--- src/rtl/csi2tx_ldl_rd_data_pipe.sv ---
// CSI-2 TX low-level lane distributor: read-data pipeline and packet byte tracking.
// Holds the current and previous FIFO words and decodes each packet header.
// It tracks fetched and delivered byte counts and produces the eop_rd/eop_wr markers.
// Optional macro CSI2TX_LDL_WC_ZERO_CHECK_EN: flag long packets whose WC is zero on pkt_err.
//
// state  | meaning
// IDLE   | no packet in flight, beats ignored
// ACTIVE | packet loaded, counting fetched and delivered bytes
// DRAIN  | last bytes delivered, eop_wr high for this one cycle
module csi2tx_ldl_rd_data_pipe (
    input  logic        txbyteclkhs,
    input  logic        txbyteclkhs_rst_n,
    input  logic        forcetxstopmode,
    input  logic        fifo_rd_en,
    input  logic [63:0] fifo_dout,
    input  logic        header_info,
    input  logic [3:0]  lane_cnt,
    input  logic        txreadyhs0,
    input  logic        txrequesths0,
    output logic [63:0] fifo_rd_data,
    output logic [63:0] fifo_rd_data_d,
    output logic [16:0] validated_word_cnt,
    output logic        short_packet,
    output logic        eop_rd,
    output logic        eop_wr,
    output logic        pkt_err
);

    typedef enum logic [1:0] {
        IDLE   = 2'd0,
        ACTIVE = 2'd1,
        DRAIN  = 2'd2
    } state_t;

    state_t      r_state;
    state_t      w_state_nxt;

    logic        r_rd_vld_q;
    logic [63:0] r_rd_data;
    logic [63:0] r_rd_data_d;
    logic [16:0] r_vwc;
    logic [16:0] r_fetched;
    logic [16:0] r_total;
    logic        r_short;
    logic        r_eop_wr;

    logic        w_beat;
    logic [16:0] w_lanes;
    logic [16:0] w_dec;
    logic [16:0] w_vwc_dec;
    logic        w_beat_act;
    logic        w_zero_beat;
    logic [15:0] w_wc;
    logic        w_hdr_short;
    logic [16:0] w_hdr_len;
    logic [16:0] w_fetched_inc;

    assign w_beat        = txreadyhs0 & txrequesths0;
    // Out-of-range lane counts behave as a full 8-lane link.
    assign w_lanes       = ((lane_cnt == 4'd0) || (lane_cnt > 4'd8)) ? 17'd8 : {13'd0, lane_cnt};
    assign w_dec         = (r_vwc < w_lanes) ? r_vwc : w_lanes;
    assign w_vwc_dec     = r_vwc - w_dec;
    // A header in the same cycle takes precedence, so the beat is dropped then.
    assign w_beat_act    = w_beat && (r_state == ACTIVE) && !header_info && !forcetxstopmode;
    assign w_zero_beat   = w_beat_act && (w_vwc_dec == 17'd0);
    assign w_wc          = fifo_dout[23:8];
    assign w_hdr_short   = (fifo_dout[5:0] <= 6'h0F);
    assign w_hdr_len     = w_hdr_short ? 17'd4 : (17'd6 + {1'b0, w_wc});
    assign w_fetched_inc = (r_fetched > 17'h1FFF7) ? 17'h1FFFF : (r_fetched + 17'd8);

    assign fifo_rd_data       = r_rd_data;
    assign fifo_rd_data_d     = r_rd_data_d;
    assign validated_word_cnt = r_vwc;
    assign short_packet       = r_short;
    assign eop_wr             = r_eop_wr;
    assign eop_rd             = (r_state == ACTIVE) && (r_fetched >= r_total);

    // State register.
    always_ff @(posedge txbyteclkhs or negedge txbyteclkhs_rst_n) begin
        if (!txbyteclkhs_rst_n) begin
            r_state <= IDLE;
        end else begin
            r_state <= w_state_nxt;
        end
    end

    // Next-state logic: abort beats everything, then header load, then beat progress.
    always_comb begin
        w_state_nxt = r_state;
        if (forcetxstopmode) begin
            w_state_nxt = IDLE;
        end else if (header_info) begin
            w_state_nxt = ACTIVE;
        end else begin
            case (r_state)
                IDLE:    w_state_nxt = IDLE;
                ACTIVE:  if (w_zero_beat) w_state_nxt = DRAIN;
                DRAIN:   w_state_nxt = IDLE;
                default: w_state_nxt = IDLE;
            endcase
        end
    end

    // Read-data pipe: data lands one cycle after the read strobe; abort leaves it alone.
    always_ff @(posedge txbyteclkhs or negedge txbyteclkhs_rst_n) begin
        if (!txbyteclkhs_rst_n) begin
            r_rd_vld_q  <= 1'b0;
            r_rd_data   <= '0;
            r_rd_data_d <= '0;
        end else begin
            r_rd_vld_q <= fifo_rd_en;
            if (r_rd_vld_q) begin
                r_rd_data   <= fifo_dout;
                r_rd_data_d <= r_rd_data;
            end
        end
    end

    // Packet byte accounting and end-of-packet pulse.
    always_ff @(posedge txbyteclkhs or negedge txbyteclkhs_rst_n) begin
        if (!txbyteclkhs_rst_n) begin
            r_vwc     <= '0;
            r_fetched <= '0;
            r_total   <= '0;
            r_short   <= 1'b0;
            r_eop_wr  <= 1'b0;
        end else begin
            r_eop_wr <= 1'b0;
            if (forcetxstopmode) begin
                r_vwc     <= '0;
                r_fetched <= '0;
                r_total   <= '0;
                r_short   <= 1'b0;
            end else if (header_info) begin
                r_vwc     <= w_hdr_len;
                r_total   <= w_hdr_len;
                r_fetched <= '0;
                r_short   <= w_hdr_short;
            end else begin
                if ((r_state == ACTIVE) && fifo_rd_en) begin
                    r_fetched <= w_fetched_inc;
                end
                if (w_beat_act) begin
                    r_vwc <= w_vwc_dec;
                end
                if (w_zero_beat) begin
                    r_eop_wr <= 1'b1;
                end
            end
        end
    end

`ifdef CSI2TX_LDL_WC_ZERO_CHECK_EN
    logic r_pkt_err;
    assign pkt_err = r_pkt_err;

    // Sticky flag for a long packet announcing zero payload bytes.
    always_ff @(posedge txbyteclkhs or negedge txbyteclkhs_rst_n) begin
        if (!txbyteclkhs_rst_n) begin
            r_pkt_err <= 1'b0;
        end else if (forcetxstopmode) begin
            r_pkt_err <= 1'b0;
        end else if (header_info) begin
            r_pkt_err <= !w_hdr_short && (w_wc == 16'd0);
        end
    end
`else
    assign pkt_err = 1'b0;
`endif

endmodule

--- config.mk ---
export PLATFORM = sky130hd
export DESIGN_NAME = csi2tx_ldl_rd_data_pipe
export DESIGN_NICKNAME = d
export VERILOG_FILES = /design/src/rtl/csi2tx_ldl_rd_data_pipe.sv
export SDC_FILE = /design/constraint.sdc
export NUM_CORES = 1
export LEC_CHECK = 0
export CAP_MARGIN = 40
export CORE_ASPECT_RATIO = 1.25
export CORE_MARGIN = 3
export CORE_UTILIZATION = 47
export CTS_BUF_LIST = sky130_fd_sc_hd__clkbuf_4 sky130_fd_sc_hd__clkbuf_8 sky130_fd_sc_hd__clkbuf_16
export DETAILED_ROUTE_END_ITERATION = 16
export DONT_BUFFER_PORTS = 1
export PLACE_DENSITY = 0.7
export SYNTH_ARGS = -nofsm -noshare
export SYNTH_HDL_FRONTEND = slang
export SYNTH_SLANG_ARGS = --single-unit
--- constraint.sdc ---
create_clock -name txbyteclkhs -period 8.41 [get_ports txbyteclkhs]
set_input_delay 1.2615 -clock txbyteclkhs [delete_from_list [all_inputs] [get_ports txbyteclkhs]]
set_output_delay 1.2615 -clock txbyteclkhs [all_outputs]
set_load 0.005 [all_outputs]
==> impl_metrics.prom, run 1 <==
# TYPE chip_impl_metric gauge
chip_impl_info{name="status",value="finished, final reports clean"} 1
chip_impl_metric{name="yosys_register_bits",unit=""} 182
chip_impl_metric{name="cp_data_required_time",unit="ns"} 8.74
chip_impl_metric{name="drc_violation_total_after_the_first_tritonroute_iteration",unit=""} 338
chip_impl_metric{name="clock_skew",unit="ns"} 0.0113
chip_impl_info{name="worst_hold_path_type",value="reg -> reg"} 1
chip_impl_metric{name="finalWeightedCongestion",unit=""} 0.901
chip_impl_metric{name="hold-worst-slack",unit="ns"} 0.485
chip_impl_metric{name="postSynthAreaPerCell",unit="um^2"} 12.2
chip_impl_metric{name="detail_route.vias_per_cell",unit=""} 6.17
chip_impl_metric{name="port-buffer-count",unit=""} 0
chip_impl_metric{name="power",unit="mW"} 2.22
chip_impl_metric{name="first_global_vias",unit=""} 6052
chip_impl_metric{name="vias",unit=""} 5711
chip_impl_metric{name="crit_path_max_fanout",unit=""} 7
chip_impl_metric{name="timing.setup.tns",unit="ns"} 0
chip_impl_metric{name="synth-async-reset-ratio",unit=""} 1.00
chip_impl_metric{name="detailroute.wirelength.met2",unit="um"} 11100
chip_impl_metric{name="timing.max_slew.rel_slack",unit=""} 0.541
chip_impl_metric{name="initial_utilization",unit=""} 0.483
chip_impl_metric{name="top_level_ports",unit=""} 224
chip_impl_metric{name="timing_worst_slew_pin_value",unit="ns"} 0.683
chip_impl_metric{name="avgRoutedWirePerCell",unit="um"} 22.7
chip_impl_metric{name="fin_cells",unit=""} 926
chip_impl_metric{name="post-route-period-util",unit=""} 0.517
chip_impl_metric{name="total_leakage_power",unit="nW"} 4.06
chip_impl_metric{name="wire_length_of_the_first_global_routing_pass",unit="um"} 33300
chip_impl_metric{name="dp_hpwl",unit="um"} 15600
chip_impl_info{name="critical_path.startpoint_type",value="input pin"} 1
chip_impl_metric{name="crit_arrival",unit="ns"} 4.68
chip_impl_info{name="grt_setup_unrepaired",value="no"} 1
chip_impl_metric{name="holdBufCountCts",unit=""} 0
chip_impl_metric{name="synth.yosys.warnings",unit=""} 0
chip_impl_metric{name="layout-area-overhead-vs-synth",unit="%"} 9.68
chip_impl_info{name="synth-main-ff-cell",value="sky130_fd_sc_hd__dfrtp_1"} 1
chip_impl_metric{name="postRouteWirelength",unit="um"} 21100
chip_impl_metric{name="die-area",unit="mm^2"} 0.0198
chip_impl_metric{name="core-area",unit="mm^2"} 0.0176
chip_impl_metric{name="drt-pass1-iter-count",unit=""} 5
chip_impl_metric{name="yosysSeqAreaShare",unit=""} 0.535
chip_impl_metric{name="netlist_instances",unit=""} 696
chip_impl_metric{name="drive_above_1_share",unit=""} 0.261
chip_impl_metric{name="synth_cell_types",unit=""} 60
chip_impl_metric{name="die_h",unit="um"} 156
chip_impl_metric{name="ctsLongestPathBuffers",unit=""} 2
chip_impl_metric{name="drc",unit=""} 0
chip_impl_info{name="timing.critical_path.to_type",value="flip-flop"} 1
chip_impl_metric{name="fp-row-count",unit=""} 54
chip_impl_metric{name="mappedNetlistNets",unit=""} 799
chip_impl_metric{name="final_setup_viols",unit=""} 0
chip_impl_info{name="maxUsedRoutingLayer",value="met4"} 1
chip_impl_metric{name="cts_made_buffers",unit=""} 17
chip_impl_metric{name="cts_resized",unit=""} 0
chip_impl_metric{name="mappedNetlistArea",unit="mm^2"} 0.00851
chip_impl_metric{name="insertion_delay",unit="ns"} 0.43
chip_impl_metric{name="final_max_slew_viol_count",unit=""} 0
chip_impl_info{name="path_class",value="in -> reg"} 1
chip_impl_metric{name="timing.final.crit_period",unit="ns"} 4.35
chip_impl_metric{name="clock_sink_count",unit=""} 182
chip_impl_metric{name="edff_count_synth",unit=""} 0
chip_impl_metric{name="nets",unit=""} 792
chip_impl_metric{name="max_freq",unit="MHz"} 230
chip_impl_metric{name="p_per_area",unit="mW/mm^2"} 238
chip_impl_metric{name="cts.reportedPaths.clkPinSlew",unit="ns"} 0.08
chip_impl_metric{name="die_w",unit="um"} 126
chip_impl_metric{name="max-vdd-ir-drop",unit="mV"} 0.135
chip_impl_metric{name="postRouteAntennaNets",unit=""} 0
chip_impl_metric{name="cts_max_level",unit=""} 4
chip_impl_metric{name="cts_post_setup_buffers_inserted",unit=""} 0
chip_impl_info{name="clock_tree_from_tritoncts",value="yes"} 1
chip_impl_metric{name="n_antenna_cell",unit=""} 0
chip_impl_metric{name="number_of_maximum_capacitance_violations",unit=""} 0
chip_impl_metric{name="antenna_found_initial",unit=""} 0
chip_impl_metric{name="met1Wirelength",unit="um"} 7730
chip_impl_metric{name="placed_cells_incl_taps",unit=""} 894
chip_impl_metric{name="grt.total_usage",unit=""} 0.215
chip_impl_metric{name="grt_start_max_net_pins",unit=""} 183
chip_impl_metric{name="finalHoldViolCount",unit=""} 0
chip_impl_metric{name="routed-wl-met3",unit="um"} 1950
chip_impl_metric{name="globalRouteOverflowTotal",unit=""} 0
chip_impl_info{name="clock_tree.root_cell",value="sky130_fd_sc_hd__clkbuf_16"} 1
-- flip-flops by register name, summed over array words and instances, names as in the netlist --
signal / count
validated_word_cnt: 17
r_rd_vld_q: 1
r_total: 17
r_state: 2
eop_wr: 1
fifo_rd_data: 64
fifo_rd_data_d: 64
r_fetched: 15
short_packet: 1
-- worst paths after layout --
path,start,to,slack [ns],depth (start not counted)
worst max register to register,validated_word_cnt[13]$_DFFE_PN0P_,validated_word_cnt[11]$_DFFE_PN0P_,4.43,10
max in group asynchronous,txbyteclkhs_rst_n,r_rd_vld_q$_DFF_PN0_,7.49,0
worst min register to register,r_total[2]$_DFFE_PN0P_,r_total[2]$_DFFE_PN0P_,0.49,1
worst max-delay path,lane_cnt[0],validated_word_cnt[11]$_DFFE_PN0P_,4.06,12
min in group asynchronous,txbyteclkhs_rst_n,validated_word_cnt[2]$_DFFE_PN0P_,0.52,0
worst min-delay path,r_total[2]$_DFFE_PN0P_,r_total[2]$_DFFE_PN0P_,0.49,1
-- synthesized netlist by cell type, types with 2 or more instances --
| master | instances | area (um^2) |
|---|---|---|
| sky130_fd_sc_hd__a211o_1 | 3 | 26.3 |
| sky130_fd_sc_hd__a211oi_1 | 4 | 30.0 |
| sky130_fd_sc_hd__a21o_1 | 11 | 82.6 |
| sky130_fd_sc_hd__a21oi_1 | 23 | 115 |
| sky130_fd_sc_hd__a31oi_1 | 12 | 75.1 |
| sky130_fd_sc_hd__a41oi_1 | 2 | 17.5 |
| sky130_fd_sc_hd__and3_1 | 5 | 31.3 |
| sky130_fd_sc_hd__and4_1 | 4 | 35.0 |
| sky130_fd_sc_hd__and4b_1 | 2 | 20.0 |
| sky130_fd_sc_hd__buf_1 | 3 | 11.3 |
| sky130_fd_sc_hd__clkbuf_1 | 25 | 93.8 |
| sky130_fd_sc_hd__dfrtp_1 | 182 | 4550 |
| sky130_fd_sc_hd__ha_1 | 27 | 338 |
| sky130_fd_sc_hd__inv_1 | 27 | 101 |
| sky130_fd_sc_hd__mux2_2 | 131 | 1480 |
| sky130_fd_sc_hd__mux2i_1 | 3 | 30.0 |
| sky130_fd_sc_hd__nand2_1 | 21 | 78.8 |
| sky130_fd_sc_hd__nand2b_1 | 6 | 37.5 |
| sky130_fd_sc_hd__nand3_1 | 12 | 60.1 |
| sky130_fd_sc_hd__nand3b_1 | 3 | 22.5 |
| sky130_fd_sc_hd__nand4_1 | 13 | 81.3 |
| sky130_fd_sc_hd__nand4b_1 | 2 | 17.5 |
| sky130_fd_sc_hd__nor2_1 | 29 | 109 |
| sky130_fd_sc_hd__nor2b_1 | 4 | 25.0 |
| sky130_fd_sc_hd__nor3_1 | 11 | 55.1 |
| sky130_fd_sc_hd__nor4_1 | 9 | 56.3 |
| sky130_fd_sc_hd__o211ai_1 | 3 | 22.5 |
| sky130_fd_sc_hd__o21a_1 | 15 | 113 |
| sky130_fd_sc_hd__o21ai_0 | 26 | 130 |
| sky130_fd_sc_hd__o221a_2 | 3 | 33.8 |
| sky130_fd_sc_hd__o22a_1 | 6 | 52.6 |
| sky130_fd_sc_hd__o22ai_1 | 6 | 37.5 |
| sky130_fd_sc_hd__o31a_1 | 2 | 17.5 |
| sky130_fd_sc_hd__o31ai_1 | 4 | 30.0 |
| sky130_fd_sc_hd__or2_2 | 5 | 31.3 |
| sky130_fd_sc_hd__or3_1 | 4 | 25.0 |
| sky130_fd_sc_hd__or4_1 | 3 | 22.5 |
| sky130_fd_sc_hd__xnor2_1 | 12 | 105 |
| sky130_fd_sc_hd__xor2_1 | 12 | 105 |
-- cell type report --
| cell class | instances | area (um^2) |
|---|---|---|
| well taps | 224 | 280 |
| flip-flops and latches | 182 | 4560 |
| clock buffers | 18 | 439 |
| repair buffers | 4 | 42.5 |
| clock inverters | 14 | 183 |
| multi-input cells | 457 | 3730 |
| inverters | 27 | 101 |
| fillers | 1513 | 8300 |
-- per-stage QoR --
stage               utilization  instance area [um^2]  setup slack [ns]
finish                    0.530                  9340              4.06
global route              0.530                  9340              3.88
CTS                       0.530                  9340              4.11
detailed placement        0.494                  8720              3.68
global placement          0.493                  8690              3.81
floorplan                     -                  8510              4.04
-- cells by family (layout without fill, tap and decap cells) --
| family | Yosys count | count (layout) | share of synthesized area |
|---|---|---|---|
| DFF | 182 | 182 | 0.535 |
| and+or+nand+nor | 141 | 141 | 0.0921 |
| muxes | 134 | 134 | 0.177 |
| AOI/OAI and AO/OA | 129 | 129 | 0.103 |
| buffers and inverters | 57 | 63 | 0.0265 |
| adders and majority gates | 28 | 28 | 0.0420 |
| xor gates and xnor gates | 24 | 24 | 0.0247 |
| other | 1 | 1 | 0.000440 |
-- cell usage in the layout (no fill, tap or decap), drive strengths merged, types with 5 or more instances in the layout --
| cell type | synthesis | routed |
|---|---|---|
| nor2 | 29 | 29 |
| xnor2 | 12 | 12 |
| inv | 27 | 32 |
| o22ai | 6 | 6 |
| and3 | 5 | 5 |
| o21ai | 26 | 26 |
| nand3 | 12 | 12 |
| mux2 | 131 | 131 |
| or3 | 6 | 6 |
| a31oi | 12 | 12 |
| ha | 27 | 27 |
| clkinv | 0 | 9 |
| a21o | 12 | 12 |
| dfrtp | 182 | 182 |
| clkbuf | 25 | 18 |
| nor4 | 10 | 10 |
| o21a | 15 | 15 |
| xor2 | 12 | 12 |
| nor3 | 11 | 11 |
| o22a | 6 | 6 |
| or2 | 5 | 5 |
| a211oi | 5 | 5 |
| a21oi | 23 | 23 |
| nand2b | 6 | 6 |
| nand4 | 13 | 13 |
| nand2 | 21 | 21 |
-- metal layers --
metal | vias to the layer above | global-route usage
li1 | 2530 | -
met1 | 2880 | 0.247
met2 | 275 | 0.375
met3 | 26 | 0.0813
met4 | 0 | 0.0634
met5 | - | 0
-- power by group --
part           internal, mW  switching (mW)
Combinational         0.169           0.166
Clock                 0.412           0.396
Sequential            0.968           0.114
-- critical path, stage by stage --
cell,delay [ns]
sky130_fd_sc_hd__nor3_1,0.20
sky130_fd_sc_hd__nor2_1,0.09
sky130_fd_sc_hd__ha_1,0.19
sky130_fd_sc_hd__or4_4,0.49
sky130_fd_sc_hd__a211oi_4,0.32
sky130_fd_sc_hd__mux2_2,0.39
sky130_fd_sc_hd__ha_1,0.36
sky130_fd_sc_hd__o21a_1,0.15
sky130_fd_sc_hd__a21boi_1,0.47
sky130_fd_sc_hd__nor3_1,0.21
sky130_fd_sc_hd__a41o_1,0.29
sky130_fd_sc_hd__a211oi_1,0.25
Power figures use the tool's default switching activity.
==> run 2: changes to the inputs <==
- ABC_AREA: unset -> 1
- PLACE_DENSITY: 0.7 -> 0.72
- clock period: 8.41 -> 3.8 ns (I/O delays scaled with it)
==> impl_metrics.prom, run 2 <==
# TYPE chip_impl_metric gauge
chip_impl_metric{name="share_of_the_synthesized_area_in_compound_gates_ao_oa_aoi_oai",unit=""} 0.135
chip_impl_metric{name="timing.final.crit_period",unit="ns"} 3.38
chip_impl_metric{name="cts_post_setup_buffers_inserted",unit=""} 0
chip_impl_metric{name="timing.max_slew.rel_slack",unit=""} 0.487
chip_impl_metric{name="postRouteWirelength",unit="um"} 22400
chip_impl_metric{name="dp_hpwl",unit="um"} 17100
chip_impl_metric{name="synth_adder_area_share",unit=""} 0.0414
chip_impl_info{name="worst_hold_path_type",value="in -> async"} 1
chip_impl_metric{name="hold-worst-slack",unit="ns"} -0.187
chip_impl_metric{name="edff_count_synth",unit=""} 0
chip_impl_info{name="grt_setup_unrepaired",value="no"} 1
chip_impl_metric{name="antenna_found_initial",unit=""} 0
chip_impl_metric{name="layout-area-overhead-vs-synth",unit="%"} 10.1
chip_impl_metric{name="timing_worst_slew_pin_value",unit="ns"} 0.769
chip_impl_metric{name="crit_arrival",unit="ns"} 3.72
chip_impl_metric{name="mappedNetlistArea",unit="mm^2"} 0.00864
chip_impl_metric{name="cts.reportedPaths.clkPinSlew",unit="ns"} 0.08
chip_impl_metric{name="cts_resized",unit=""} 0
chip_impl_metric{name="drc_violation_total_after_the_first_tritonroute_iteration",unit=""} 477
chip_impl_info{name="main_combinational_cell_family_by_area_after_synthesis",value="simple AND/OR/NAND/NOR gates"} 1
chip_impl_metric{name="synth_cell_types",unit=""} 39
chip_impl_metric{name="p_per_area",unit="mW/mm^2"} 490
chip_impl_metric{name="fp-row-count",unit=""} 54
chip_impl_info{name="synth-main-ff-cell",value="sky130_fd_sc_hd__dfrtp_1"} 1
chip_impl_info{name="clock_tree.root_cell",value="sky130_fd_sc_hd__clkbuf_16"} 1
chip_impl_info{name="leading_cell_types_by_count_after_synthesis",value="sky130_fd_sc_hd__dfrtp_1, sky130_fd_sc_hd__nand2_1, sky130_fd_sc_hd__inv_1"} 1
chip_impl_metric{name="clock_sink_count",unit=""} 182
chip_impl_metric{name="die-area",unit="mm^2"} 0.0201
chip_impl_metric{name="post-route-period-util",unit=""} 0.890
chip_impl_metric{name="postLayoutSetupSlackWorst",unit="ns"} 0.417
chip_impl_metric{name="wire_length_of_the_first_global_routing_pass",unit="um"} 34100
chip_impl_metric{name="n_antenna_cell",unit=""} 0
chip_impl_metric{name="yosys-mux-area-fraction",unit=""} 0.0208
chip_impl_metric{name="multi_input_comb_area",unit="mm^2"} 0.00339
chip_impl_metric{name="globalRouteOverflowTotal",unit=""} 0
chip_impl_metric{name="port-buffer-count",unit=""} 0
chip_impl_metric{name="cp_data_required_time",unit="ns"} 4.13
chip_impl_metric{name="synth.yosys.warnings",unit=""} 0
chip_impl_metric{name="r2r_slack",unit="ns"} 0.42
chip_impl_info{name="timing.critical_path.slowest_stage_cell",value="sky130_fd_sc_hd__fa_1"} 1
chip_impl_metric{name="grt.total_usage",unit=""} 0.219
chip_impl_metric{name="die_h",unit="um"} 158
chip_impl_metric{name="share_seq_of_total_power",unit=""} 0.493
chip_impl_metric{name="postRouteAntennaNets",unit=""} 0
chip_impl_metric{name="max-vdd-ir-drop",unit="mV"} 0.327
chip_impl_info{name="critical_path.startpoint_type",value="flip-flop"} 1
chip_impl_metric{name="number_of_maximum_capacitance_violations",unit=""} 0
chip_impl_info{name="most_common_cell_after_layout_fill_and_taps_aside",value="sky130_fd_sc_hd__dfrtp_1"} 1
chip_impl_metric{name="insertion_delay",unit="ns"} 0.45
chip_impl_metric{name="intPower",unit="mW"} 3.22
chip_impl_metric{name="netlist_instances",unit=""} 1018
chip_impl_metric{name="p_comb_frac",unit=""} 0.128
chip_impl_metric{name="synth_xor_xnor_area_share",unit=""} 0.00304
chip_impl_metric{name="crit_path_max_fanout",unit=""} 8
chip_impl_metric{name="ctsLongestPathBuffers",unit=""} 2
chip_impl_info{name="post-synth-top-count-cell",value="sky130_fd_sc_hd__dfrtp_1"} 1
chip_impl_metric{name="drc",unit=""} 0
chip_impl_info{name="path_class",value="reg -> reg"} 1
chip_impl_metric{name="final_max_slew_viol_count",unit=""} 0
chip_impl_metric{name="synth-async-reset-ratio",unit=""} 1.00
chip_impl_metric{name="final_setup_viols",unit=""} 0
chip_impl_metric{name="switching_share",unit=""} 0.308
chip_impl_info{name="most_common_cell_type_on_the_critical_path",value="sky130_fd_sc_hd__nand2_1"} 1
chip_impl_metric{name="top_level_ports",unit=""} 224
chip_impl_metric{name="nets",unit=""} 1119
chip_impl_metric{name="first_global_vias",unit=""} 6393
chip_impl_metric{name="cts_max_level",unit=""} 4
chip_impl_metric{name="dp_slack",unit="ns"} 0.108
chip_impl_metric{name="vias",unit=""} 6760
chip_impl_metric{name="core-area",unit="mm^2"} 0.0178
chip_impl_metric{name="switchingPower",unit="mW"} 1.44
chip_impl_info{name="endpoint",value="r_state[0]$_DFFE_PN0P_"} 1
chip_impl_metric{name="detail_route.vias_per_cell",unit=""} 5.40
chip_impl_info{name="regToRegStartpoint",value="validated_word_cnt[3]$_DFFE_PN0P_"} 1
chip_impl_metric{name="drive_above_1_share",unit=""} 0.0836
chip_impl_info{name="layout.cells.most_common_list",value="sky130_fd_sc_hd__dfrtp_1, sky130_fd_sc_hd__nand2_1, sky130_fd_sc_hd__inv_1"} 1
chip_impl_metric{name="finalWeightedCongestion",unit=""} 0.927
chip_impl_metric{name="yosys_register_bits",unit=""} 182
chip_impl_metric{name="grt_start_max_net_pins",unit=""} 183
chip_impl_metric{name="max_stage_delay",unit="ns"} 0.48
chip_impl_metric{name="seqCellArea",unit="mm^2"} 0.00456
chip_impl_metric{name="cts_made_buffers",unit=""} 17
chip_impl_metric{name="power",unit="mW"} 4.66
chip_impl_info{name="critPathLaunch",value="validated_word_cnt[3]$_DFFE_PN0P_"} 1
chip_impl_metric{name="synth-simple-area-share",unit=""} 0.191
chip_impl_info{name="reg2reg_to",value="r_state[0]$_DFFE_PN0P_"} 1
chip_impl_metric{name="yosysSeqAreaShare",unit=""} 0.527
chip_impl_info{name="worstPathCellList",value="ha_1, or2_2, nor3_1, o221ai_2, buf_4, nand2_1, o21ai_0, fa_1, inv_1, nor2_2, nor2_4, nand2_4, nor2_4, nand2_1, nand2_1, nand2_2, nor2_2, nand4_2, nand2_1, nand2_1"} 1
chip_impl_metric{name="mappedNetlistNets",unit=""} 1121
chip_impl_metric{name="total_leakage_power",unit="nW"} 4.56
chip_impl_info{name="post_synth_main_area_contributors",value="sky130_fd_sc_hd__dfrtp_1, sky130_fd_sc_hd__nand2_1, sky130_fd_sc_hd__inv_1"} 1
chip_impl_metric{name="timing.setup.tns",unit="ns"} 0
chip_impl_metric{name="clock_skew",unit="ns"} 0.0206
chip_impl_metric{name="filler_cell_count",unit=""} 1618
chip_impl_metric{name="max_freq",unit="MHz"} 296
chip_impl_metric{name="reg2regPathDepth",unit=""} 20
chip_impl_metric{name="drt-pass1-iter-count",unit=""} 5
chip_impl_info{name="timing.critical_path.to_type",value="flip-flop"} 1
chip_impl_metric{name="initial_utilization",unit=""} 0.486
chip_impl_info{name="status",value="finished, violations left"} 1
chip_impl_metric{name="finalHoldViolCount",unit=""} 182
chip_impl_metric{name="avgRoutedWirePerCell",unit="um"} 17.9
chip_impl_info{name="violations",value="hold timing"} 1
chip_impl_metric{name="relative_contribution_of_the_clock_network_to_total_power",unit=""} 0.379
chip_impl_metric{name="postSynthAreaPerCell",unit="um^2"} 8.49
chip_impl_metric{name="die_w",unit="um"} 127
chip_impl_info{name="synth_top_cell_by_area",value="sky130_fd_sc_hd__dfrtp_1"} 1
chip_impl_info{name="clock_tree_from_tritoncts",value="yes"} 1
chip_impl_metric{name="yosysTopAreaCellShare",unit=""} 0.527
-- run 2: cell count changes after synthesis, sizes merged, moves of 11 or more --
cell / delta
a21oi: +63
o21a: -14
a21o: -11
nor2: +97
inv: +121
xnor2: -12
nand3: +34
mux2: -115
o21ai: +75
nand2: +161
-- run 2: kinds of logic (layout without fill, tap and decap cells) --
kind of cell,after synthesis,in the layout
simple gates,386,386
compound gates,219,219
buf+inv,183,194
flops,182,182
fa+ha+maj,28,28
mux,16,16
xor+xnor,3,3
other cells,1,1
-- run 2: metal layers --
metal | wire [um] | GRT usage
met4 | 604 | 0.0823
met2 | 11500 | 0.382
met3 | 2090 | 0.0854
met5 | 0 | 0
met1 | 8250 | 0.241
-- run 2: power by group through the flow --
stage          clock network [mW]  registers (mW)  logic (mW)
2_1_floorplan                   0            2.27       0.464
3_3_place_gp                    0            2.34       0.578
3_5_place_dp                    0            2.34       0.591
4_1_cts                      1.81            2.31       0.596
5_1_grt                      1.88            2.33       0.680
6_report                     1.77            2.30       0.596
-- run 2: worst min-delay path by stage --
stage / start / end / slack, ns / cells after the start
3_5_place_dp: txbyteclkhs_rst_n / fifo_rd_data[29]$_DFFE_PN0P_ / 0.28 / 0
2_1_floorplan: txbyteclkhs_rst_n / eop_wr$_DFF_PN0_ / 0.27 / 0
4_1_cts: txbyteclkhs_rst_n / fifo_rd_data[29]$_DFFE_PN0P_ / -0.19 / 0
5_1_grt: txbyteclkhs_rst_n / fifo_rd_data[29]$_DFFE_PN0P_ / -0.21 / 0
6_report: txbyteclkhs_rst_n / fifo_rd_data[29]$_DFFE_PN0P_ / -0.19 / 0
3_3_place_gp: txbyteclkhs_rst_n / fifo_rd_data[29]$_DFFE_PN0P_ / 0.28 / 0
-- run 2: cell type report --
class / instances / share of cell area
clock buffer: 17 / 0.0447
clock inverter: 15 / 0.0187
inverter: 148 / 0.0584
multi-input combinational: 653 / 0.356
sequential: 182 / 0.479
tap: 224 / 0.0294
timing repair buffer: 14 / 0.0137
-- run 2: metrics by stage --
step,instances,hold slack (ns),utilization,area (um^2)
CTS,1253,-0.193,0.536,9520
detailed placement,1221,0.278,0.502,8920
finish,1253,-0.187,0.536,9520
global placement,1220,0.279,0.501,8910
global route,1253,-0.211,0.536,9520
floorplan,1018,0.274,-,8640
-- run 2: worst max-delay path, delay by kind of cell, from the launching register on --
family / cells / cell delay [ns]
compound gates: 2 / 0.29
buf+inv: 2 / 0.27
flops: 1 / 0.47
fa+ha+maj: 2 / 0.70
simple gates: 14 / 1.53
